[config.mk]
export PLATFORM = sky130hd
export DESIGN_NAME = mandelbrot_pixel_sink_flat
export DESIGN_NICKNAME = d
export VERILOG_FILES = /design/src/rtl/mandelbrot_pixel_sink_if.sv /design/src/rtl/mandelbrot_pixel_sink.sv /design/src/flat_wrapper.sv
export SDC_FILE = /design/constraint.sdc
export NUM_CORES = 1
export LEC_CHECK = 0
export ABC_AREA = 1
export CORE_MARGIN = 8
export CORE_UTILIZATION = 55
export CTS_CLUSTER_SIZE = 8
export DETAILED_ROUTE_END_ITERATION = 10
export GPL_TIMING_DRIVEN = 0
export HOLD_SLACK_MARGIN = 0.08
export PLACE_DENSITY = 0.75
export SYNTH_ARGS = -nofsm -noshare
export SYNTH_HDL_FRONTEND = slang
export SYNTH_SLANG_ARGS = --single-unit
[constraint.sdc]
create_clock -name clk -period 5.37 [get_ports clk]
set_input_delay 1.611 -clock clk [delete_from_list [all_inputs] [get_ports clk]]
set_output_delay 1.611 -clock clk [all_outputs]
set_load 0.005 [all_outputs]
[src/rtl/mandelbrot_pixel_sink_if.sv]
// rtl/mandelbrot_pixel_sink_if.sv - pixel stream bundle between the sink and its valid/ready consumer
interface mandelbrot_pixel_sink_if;
  logic [3:0] px_data;
  logic [9:0] px_x;
  logic [8:0] px_y;
  logic       px_sof;
  logic       px_eol;
  logic       px_valid;
  logic       px_ready;

  modport master (
    output px_data, px_x, px_y, px_sof, px_eol, px_valid,
    input  px_ready
  );

  modport slave (
    input  px_data, px_x, px_y, px_sof, px_eol, px_valid,
    output px_ready
  );
endinterface

[src/rtl/mandelbrot_pixel_sink.sv]
// rtl/mandelbrot_pixel_sink.sv - frame sequencer, raster tagger and FIFO for the Mandelbrot count stream
// Optional frame CRC-8 over popped nibbles when MANDELBROT_PIXEL_SINK_CRC_EN is defined.
module mandelbrot_pixel_sink #(
  parameter int WIDTH      = 640,
  parameter int HEIGHT     = 480,
  parameter int FIFO_DEPTH = 4
) (
  input  logic                           clk,
  input  logic                           rst_n,
  input  logic                           i_start,
  output logic                           o_run,
  input  logic                           i_running,
  input  logic [3:0]                     i_ctr_in,
  input  logic                           i_new_ctr,
  mandelbrot_pixel_sink_if.master        px,
  output logic                           o_busy,
  output logic                           o_frame_done,
  output logic                           o_overflow,
  output logic                           o_short_frame,
  output logic [7:0]                     o_crc
);

  localparam int AW     = $clog2(FIFO_DEPTH);
  localparam int NPIX_I = WIDTH * HEIGHT;
  localparam int CNTW   = $clog2(NPIX_I + 1);
  localparam int XL_I   = WIDTH - 1;
  localparam int YL_I   = HEIGHT - 1;
  localparam logic [AW:0]      DEPTH_C = FIFO_DEPTH[AW:0];
  localparam logic [CNTW-1:0]  NPIX    = NPIX_I[CNTW-1:0];
  localparam logic [9:0]       X_LAST  = XL_I[9:0];
  localparam logic [8:0]       Y_LAST  = YL_I[8:0];

  typedef enum logic [2:0] {
    S_IDLE, S_ARM, S_WAIT_RUN, S_STREAM, S_DRAIN, S_DONE
  } state_t;

  state_t            r_state, w_state_nxt;
  logic [24:0]       r_mem [FIFO_DEPTH];
  logic [AW-1:0]     r_wr_ptr, r_rd_ptr;
  logic [AW:0]       r_count;
  logic [9:0]        r_x;
  logic [8:0]        r_y;
  logic [CNTW-1:0]   r_pix_cnt;
  logic              r_overflow, r_short_frame;

  logic              w_pixel, w_empty, w_full, w_pop, w_push, w_drop;
  logic [CNTW-1:0]   w_cnt_nxt;
  logic [24:0]       w_entry;

  assign w_pixel   = (r_state == S_STREAM) && i_new_ctr;
  assign w_empty   = (r_count == '0);
  assign w_full    = (r_count == DEPTH_C);
  assign w_pop     = !w_empty && px.px_ready;
  // A full FIFO still takes the pixel when the head leaves in the same cycle.
  assign w_push    = w_pixel && (!w_full || w_pop);
  assign w_drop    = w_pixel && !w_push;
  assign w_cnt_nxt = (w_pixel && r_pix_cnt != NPIX) ? r_pix_cnt + 1'b1 : r_pix_cnt;
  assign w_entry   = {i_ctr_in, r_x, r_y, (r_x == '0) && (r_y == '0), r_x == X_LAST};

  always_comb begin
    w_state_nxt = r_state;
    case (r_state)
      S_IDLE:     if (i_start) w_state_nxt = S_ARM;
      S_ARM:      w_state_nxt = S_WAIT_RUN;
      S_WAIT_RUN: if (i_running) w_state_nxt = S_STREAM;
      S_STREAM:   if (!i_running) w_state_nxt = S_DRAIN;
      S_DRAIN:    if (w_empty) w_state_nxt = S_DONE;
      S_DONE:     w_state_nxt = S_IDLE;
      default:    w_state_nxt = S_IDLE;
    endcase
  end

  always_ff @(posedge clk or negedge rst_n) begin
    if (!rst_n) begin
      r_state       <= S_IDLE;
      r_wr_ptr      <= '0;
      r_rd_ptr      <= '0;
      r_count       <= '0;
      r_x           <= '0;
      r_y           <= '0;
      r_pix_cnt     <= '0;
      r_overflow    <= 1'b0;
      r_short_frame <= 1'b0;
    end else begin
      r_state <= w_state_nxt;
      if (r_state == S_ARM) begin
        r_x           <= '0;
        r_y           <= '0;
        r_pix_cnt     <= '0;
        r_overflow    <= 1'b0;
        r_short_frame <= 1'b0;
      end else begin
        // Coordinates advance on dropped pixels too so later pixels stay correctly placed.
        if (w_pixel) begin
          r_pix_cnt <= w_cnt_nxt;
          if (r_x == X_LAST) begin
            r_x <= '0;
            if (r_y != Y_LAST) r_y <= r_y + 1'b1;
          end else begin
            r_x <= r_x + 1'b1;
          end
        end
        if (w_drop) r_overflow <= 1'b1;
        if (r_state == S_STREAM && !i_running && w_cnt_nxt < NPIX) r_short_frame <= 1'b1;
      end
      if (w_push) r_wr_ptr <= r_wr_ptr + 1'b1;
      if (w_pop)  r_rd_ptr <= r_rd_ptr + 1'b1;
      case ({w_push, w_pop})
        2'b10:   r_count <= r_count + 1'b1;
        2'b01:   r_count <= r_count - 1'b1;
        default: r_count <= r_count;
      endcase
    end
  end

  always_ff @(posedge clk) begin
    if (w_push) r_mem[r_wr_ptr] <= w_entry;
  end

  assign {px.px_data, px.px_x, px.px_y, px.px_sof, px.px_eol} = r_mem[r_rd_ptr];
  assign px.px_valid    = !w_empty;
  assign o_run          = (r_state == S_ARM);
  assign o_busy         = (r_state != S_IDLE);
  assign o_frame_done   = (r_state == S_DONE);
  assign o_overflow     = r_overflow;
  assign o_short_frame  = r_short_frame;

`ifdef MANDELBROT_PIXEL_SINK_CRC_EN
  logic [7:0] r_crc;

  function automatic logic [7:0] crc8_nib(input logic [7:0] c, input logic [3:0] d);
    logic [7:0] r;
    r = c;
    for (int i = 3; i >= 0; i--) begin
      r = {r[6:0], 1'b0} ^ ((r[7] ^ d[i]) ? 8'h07 : 8'h00);
    end
    return r;
  endfunction

  always_ff @(posedge clk or negedge rst_n) begin
    if (!rst_n) begin
      r_crc <= 8'h00;
    end else if (r_state == S_ARM) begin
      r_crc <= 8'h00;
    end else if (w_pop) begin
      r_crc <= crc8_nib(r_crc, px.px_data);
    end
  end

  assign o_crc = r_crc;
`else
  assign o_crc = 8'h00;
`endif

endmodule

[src/flat_wrapper.sv]
// flat-port wrapper written by rule: the top's interface ports become plain ports
module mandelbrot_pixel_sink_flat 
#(
  parameter int WIDTH      = 640,
  parameter int HEIGHT     = 480,
  parameter int FIFO_DEPTH = 4
)
  (clk, rst_n, i_start, o_run, i_running, i_ctr_in, i_new_ctr, o_busy, o_frame_done, o_overflow, o_short_frame, o_crc, px_px_data, px_px_x, px_px_y, px_px_sof, px_px_eol, px_px_valid, px_px_ready);
  mandelbrot_pixel_sink_if px_i ();
  input  logic clk;
  input  logic rst_n;
  input  logic i_start;
  output logic o_run;
  input  logic i_running;
  input  logic [3:0] i_ctr_in;
  input  logic i_new_ctr;
  output logic o_busy;
  output logic o_frame_done;
  output logic o_overflow;
  output logic o_short_frame;
  output logic [7:0] o_crc;
  output wire logic [$bits(px_i.px_data)-1:0] px_px_data;
  output wire logic [$bits(px_i.px_x)-1:0] px_px_x;
  output wire logic [$bits(px_i.px_y)-1:0] px_px_y;
  output wire logic [$bits(px_i.px_sof)-1:0] px_px_sof;
  output wire logic [$bits(px_i.px_eol)-1:0] px_px_eol;
  output wire logic [$bits(px_i.px_valid)-1:0] px_px_valid;
  input wire logic [$bits(px_i.px_ready)-1:0] px_px_ready;
  assign px_px_data = px_i.px_data;
  assign px_px_x = px_i.px_x;
  assign px_px_y = px_i.px_y;
  assign px_px_sof = px_i.px_sof;
  assign px_px_eol = px_i.px_eol;
  assign px_px_valid = px_i.px_valid;
  assign px_i.px_ready = px_px_ready;
  mandelbrot_pixel_sink #(.WIDTH(WIDTH), .HEIGHT(HEIGHT), .FIFO_DEPTH(FIFO_DEPTH)) u_core (.clk(clk), .rst_n(rst_n), .i_start(i_start), .o_run(o_run), .i_running(i_running), .i_ctr_in(i_ctr_in), .i_new_ctr(i_new_ctr), .px(px_i), .o_busy(o_busy), .o_frame_done(o_frame_done), .o_overflow(o_overflow), .o_short_frame(o_short_frame), .o_crc(o_crc));
endmodule
* Yosys cells after proc, flatten, opt, wreduce, memory -nomap -nowiden
Memory sizes are Yosys's and may differ from the RTL's. Index checks and enable logic that the tools add are counted.
Storage, ports and cells: register bits 50, RAM bits 100, bits of input ports 10, output and inout bits 39, word-level logic and storage cells 81, memories 1
Operators by class: add/subtract/negate cells 7, order comparisons 1, equal/unequal tests 15, mux-type cells 22, reduce and logical (&&, ||, !) cells 26
Memory list:
- u_core.r_mem | words 4, width 25, read ports 1, clocked after Yosys merged registers in 0, wr ports 1, RTL line mandelbrot_pixel_sink.sv:38 | logic [24:0] r_mem [FIFO_DEPTH];
Operator list (number):
- $mux 19 | 3
- $mux 9 | 4
- $mux 10 | 3
- $add 19x1->19 const B | 1
- $lt 19x19->1 const B | 1
- $ne 19x19->1 const B | 1
- $pmux 3 s5 | 1
- $mux 3 | 4
- $reduce_bool 2->1 | 6
- $add 10x1->10 const B | 1
- $eq 10x10->1 const B | 1
- $logic_not 10->1 | 1
- $add 9x1->9 const B | 1
- $eq 3x3->1 const B | 3
- $logic_not 9->1 | 1
- $ne 9x9->1 const B | 1
- $logic_and 1x1->1 | 8
- $eq 3x2->1 const B | 2
- $logic_not 3->1 | 2
- $mux 1 | 6
- $ne 2x2->1 const B | 3
- $pmux 3 s2 | 1
- $add 2x1->2 const B | 2
- $logic_not 1->1 | 4
- other kinds (10) | 10

* Depth between registers and ports, before layout
word-level depth 9, mapped depth 14, mapped depth without buffers 14

* Worst setup path after synthesis
Ideal clock, no wire load.
path type input to register, start point in i_new_ctr, end point mem u_core.r_mem[0][0], enable pin, library setup time 0.407 ns, arrival time 3.238 ns, data required time 4.963 ns, setup slack 1.725 ns, stages 5, buffers on the path 1, cells stage by stage inv_1 -> nor2_8 -> buf_4 -> nand2_1 -> nor2_1
On the way: cells in the longest elaborated chain, start to end 4
RTL lines:
- start: declaration | RTL line flat_wrapper.sv:16 | input logic i_new_ctr;
- $logic_and 1x1->1 | RTL line mandelbrot_pixel_sink.sv:50 | assign w_pixel = (r_state == S_STREAM) && i_new_ctr;
- $logic_and 1x1->1 | RTL line mandelbrot_pixel_sink.sv:55 | assign w_push = w_pixel && (!w_full || w_pop);
- $mux 1 | RTL line mandelbrot_pixel_sink.sv:117 | if (w_push) r_mem[r_wr_ptr] <= w_entry;
- $mux 1 (not written as such) | RTL line mandelbrot_pixel_sink.sv:117
- end: declaration | RTL line mandelbrot_pixel_sink.sv:38
Every way passes these cells.

* Worst setup path in the final report
start point reg u_core.r_rd_ptr[0], end point out px_px_x[1]
On the way: cells in the longest elaborated chain, start to end 1
RTL lines:
- start: declaration | RTL line mandelbrot_pixel_sink.sv:39 | logic [AW-1:0] r_wr_ptr, r_rd_ptr;
- start signal: assignment | RTL line mandelbrot_pixel_sink.sv:107 | if (w_pop) r_rd_ptr <= r_rd_ptr + 1'b1;
- $mem_v2 4x25
- end: declaration | RTL line flat_wrapper.sv:23 | output wire logic [$bits(px_i.px_x)-1:0] px_px_x;
Every way passes these cells.

==> metrics.csv <==
stage;metric;value;unit
sta;rsz0062_at_grt;false;
global_route;grtUsageTotal;19.6;%
global_route;overflow;0;
synth;synth_flop_cell;edfxtp_1;
power_and_ir_drop;power.internal;2.61;mW
route;viasPerCell;5.65;
cts;holdBufCountCts;0;
min_path;holdPathStages;1;
power_and_ir_drop;ir_drop;0.224;mV
synth;yosysSeqAreaShare;62.9;%
cts;cts.root.buffer_cell;clkbuf_16;
die;ios;49;
worst_setup_path;start_kind;flop;
sta;fmax;240;MHz
sta;worst_pin_slew;903;ps
synth;syn_inst;651;
layout;finalNetCount;743;
global_route;grt_first_pass_wirelength;25000;µm
die;die_w;127;µm
cts;cts_max_path_buffers;2;
synth;post_synth.cell_area_avg;10.4;µm²
worst_setup_path;reg2reg_depth;8;
run;drv_cap;0;
route;ant_nets;0;
cts;cts_resized;0;
die;die_y;127;µm
synth;yosysMostFrequentCell;nor2_1;
sta;setup_violations;0;
synth;synth-edff-count;100;
die;fp-row-count;40;
sta;clock_skew;8.13;ps
power_and_ir_drop;p_switching;1.40;mW
power_and_ir_drop;p_sw_share;35.0;%
die;die_area;16100;µm²
place;hpwl;10200;µm
layout;diodes;0;
cts;clkTransAtPathRegs;60;ps
synth;yosys-top-cells-count;nor2_1, edfxtp_1, nand2_1;
synth;synth-seq-cells;150;
sta;finalCritPeriodShare;77.5;%
worst_setup_path;critPathKind;flop to primary output;
worst_setup_path;worstPathRequired;3760;ps
layout;final_util;66.6;%
min_path;hold_end;u_core.r_count[0]$_DFFE_PN0P_;
synth;synth_top_area_share;44.4;%
outcome;status;complete, no violations;
synth;ys_async_sr_fraction;33.3;%
worst_setup_path;reg2reg_slack;2720;ps
sta;layout_min_cycle_time;4160;ps
sta;finalHoldViolations;0;
sta;fin_setup_tns;0;ps
sta;max-slew-margin-rel;39.8;%
power_and_ir_drop;seqPwrFrac;37.8;%
min_path;min_path_type;flop to flop;
power_and_ir_drop;power_frac_comb;34.6;%
layout;area_growth;18.3;%
worst_setup_path;path_max_fanout;10;
cts;cts_tree;built;
global_route;grt_pass1_vias;5088;
sta;drv_slew;0;
worst_setup_path;crit_arrival;2550;ps
global_route;grt_max_degree;30;
global_route;antenna_found_initial;0;
power_and_ir_drop;p_leak;3.08;nW
cts;cts.sinks;150;
cts;cts_htree_levels;4;
place;io_buffers;40;
route;wl_per_cell;17.1;µm
synth;ys_types;39;
die;start_util;56.3;%
synth;syn-cell-area;6770;µm²
route;drt_first_iter_violations;413;
layout;layout-drive-gt1-share;9.95;%
power_and_ir_drop;p_per_area;502;nW/µm²
synth;synth_area_leaders;edfxtp_1, dfrtp_1, nor2_1, o21ai_0, nand2_1;
cts;clk_latency;420;ps
cts;cts_made_buffers;17;
worst_setup_path;end_kind;primary output;
cts;postCtsSetupRepairBufs;0;
worst_setup_path;rr_startpoint;u_core.r_state[1]$_DFFE_PN0P_;
synth;synth.yosys.warnings;0;
power_and_ir_drop;clkPwrFrac;27.6;%
route;drc_errors;0;
min_path;min_from;u_core.r_count[0]$_DFFE_PN0P_;
route;drt_pre_antenna_iters;7;
worst_setup_path;regToRegEndpoint;u_core.r_mem[0][5]$_DFFE_PP_;
synth;synth_top_area_cell;edfxtp_1;
die;core;12000;µm²
place;gp_congestion;0.903;
route;vias;4981;
route;wl;15000;µm
-- state kept, by name (all words and copies together) (netlist names) --
signal	count
u_core.o_overflow	1
u_core.o_short_frame	1
u_core.r_count	3
u_core.r_mem	100
u_core.r_pix_cnt	19
u_core.r_rd_ptr	2
u_core.r_state	3
u_core.r_wr_ptr	2
u_core.r_x	10
u_core.r_y	9
-- cell usage in the layout (no fill, tap or decap), drive strengths merged, types with 22 or more instances in the layout --
| cell type | Yosys | routed |
|---|---|---|
| nor2 | 123 | 123 |
| edfxtp | 100 | 100 |
| nand2 | 82 | 82 |
| o21ai | 73 | 73 |
| inv | 59 | 63 |
| dfrtp | 50 | 50 |
| clkdlybuf4s50 | 0 | 39 |
| clkbuf | 15 | 32 |
| o22ai | 28 | 28 |
| a21oi | 22 | 22 |
-- power groups by stage --
stage               logic (mW)  registers, mW  clock network [mW]
detailed placement        1.39           1.54                   0
floorplan                0.788           1.50                   0
finish                    1.39           1.52                1.11
global route              1.55           1.53                1.17
CTS                       1.40           1.52                1.12
global placement          1.33           1.53                   0
-- cells by family (layout without fill, tap and decap cells) --
family / Yosys count / count (layout) / synth area share (%)
flops: 150 / 150 / 62.9
simple gates: 258 / 258 / 17.3
xor+xnor: 9 / 9 / 1.17
other cells: 1 / 8 / 0.0554
buf+inv: 87 / 163 / 5.51
compound gates: 134 / 134 / 10.8
fa+ha+maj: 12 / 12 / 2.33
-- metrics by stage --
step | worst slack (ps) | hold WS [ps] | std cells | power [mW] | area [µm²]
final | 1210 | 519 | 881 | 4.02 | 8010
after CTS | 1190 | 512 | 881 | 4.04 | 8010
after global placement | 380 | 487 | 845 | 2.86 | 7380
after global routing | 1070 | 544 | 881 | 4.25 | 8010
after floorplan | 1730 | 468 | 658 | 2.29 | 6790
after detailed placement | 1240 | 500 | 849 | 2.93 | 7450
-- routing by layer --
layer  share of wire (%)  global-route usage [%]  up-vias
met5                   0                       0        -
met4                 1.4                    8.40        0
met3                 6.2                    3.98       24
met2                  52                    34.4      186
met1                  41                    22.7     2389
li1                    -                       -     2382
-- worst max path at each step --
| stage | start | endpoint | slack [ps] | depth (start not counted) |
|---|---|---|---|---|
| floorplan | i_new_ctr | u_core.r_mem[0][0]$_DFFE_PP_ | 1730 | 5 |
| global placement | i_new_ctr | u_core.r_mem[3][5]$_DFFE_PP_ | 380 | 6 |
| detailed placement | i_new_ctr | u_core.r_mem[0][5]$_DFFE_PP_ | 1240 | 7 |
| CTS | u_core.r_rd_ptr[0]$_DFFE_PN0P_ | px_px_x[9] | 1190 | 6 |
| global route | u_core.r_rd_ptr[0]$_DFFE_PN0P_ | px_px_x[9] | 1070 | 6 |
| finish | u_core.r_rd_ptr[0]$_DFFE_PN0P_ | px_px_x[1] | 1210 | 6 |
-- layout make-up --
cell class	instances	area [µm²]
Buffer	28	146
Clock buffer	17	425
Clock inverter	15	129
Fill cell	919	4010
Inverter	59	226
Multi-Input combinational cell	421	2180
Sequential cell	150	4250
Tap cell	147	184
Timing Repair Buffer	44	460
-- critical path, cell delays in order (launching register included) --
cell and delay, ps:
dfrtp_1 360, clkbuf_1 190, inv_1 230, buf_1 470, nor2_1 90, o22ai_1 250
clkdlybuf4s50_1 550
Power figures use the tool's default switching activity.
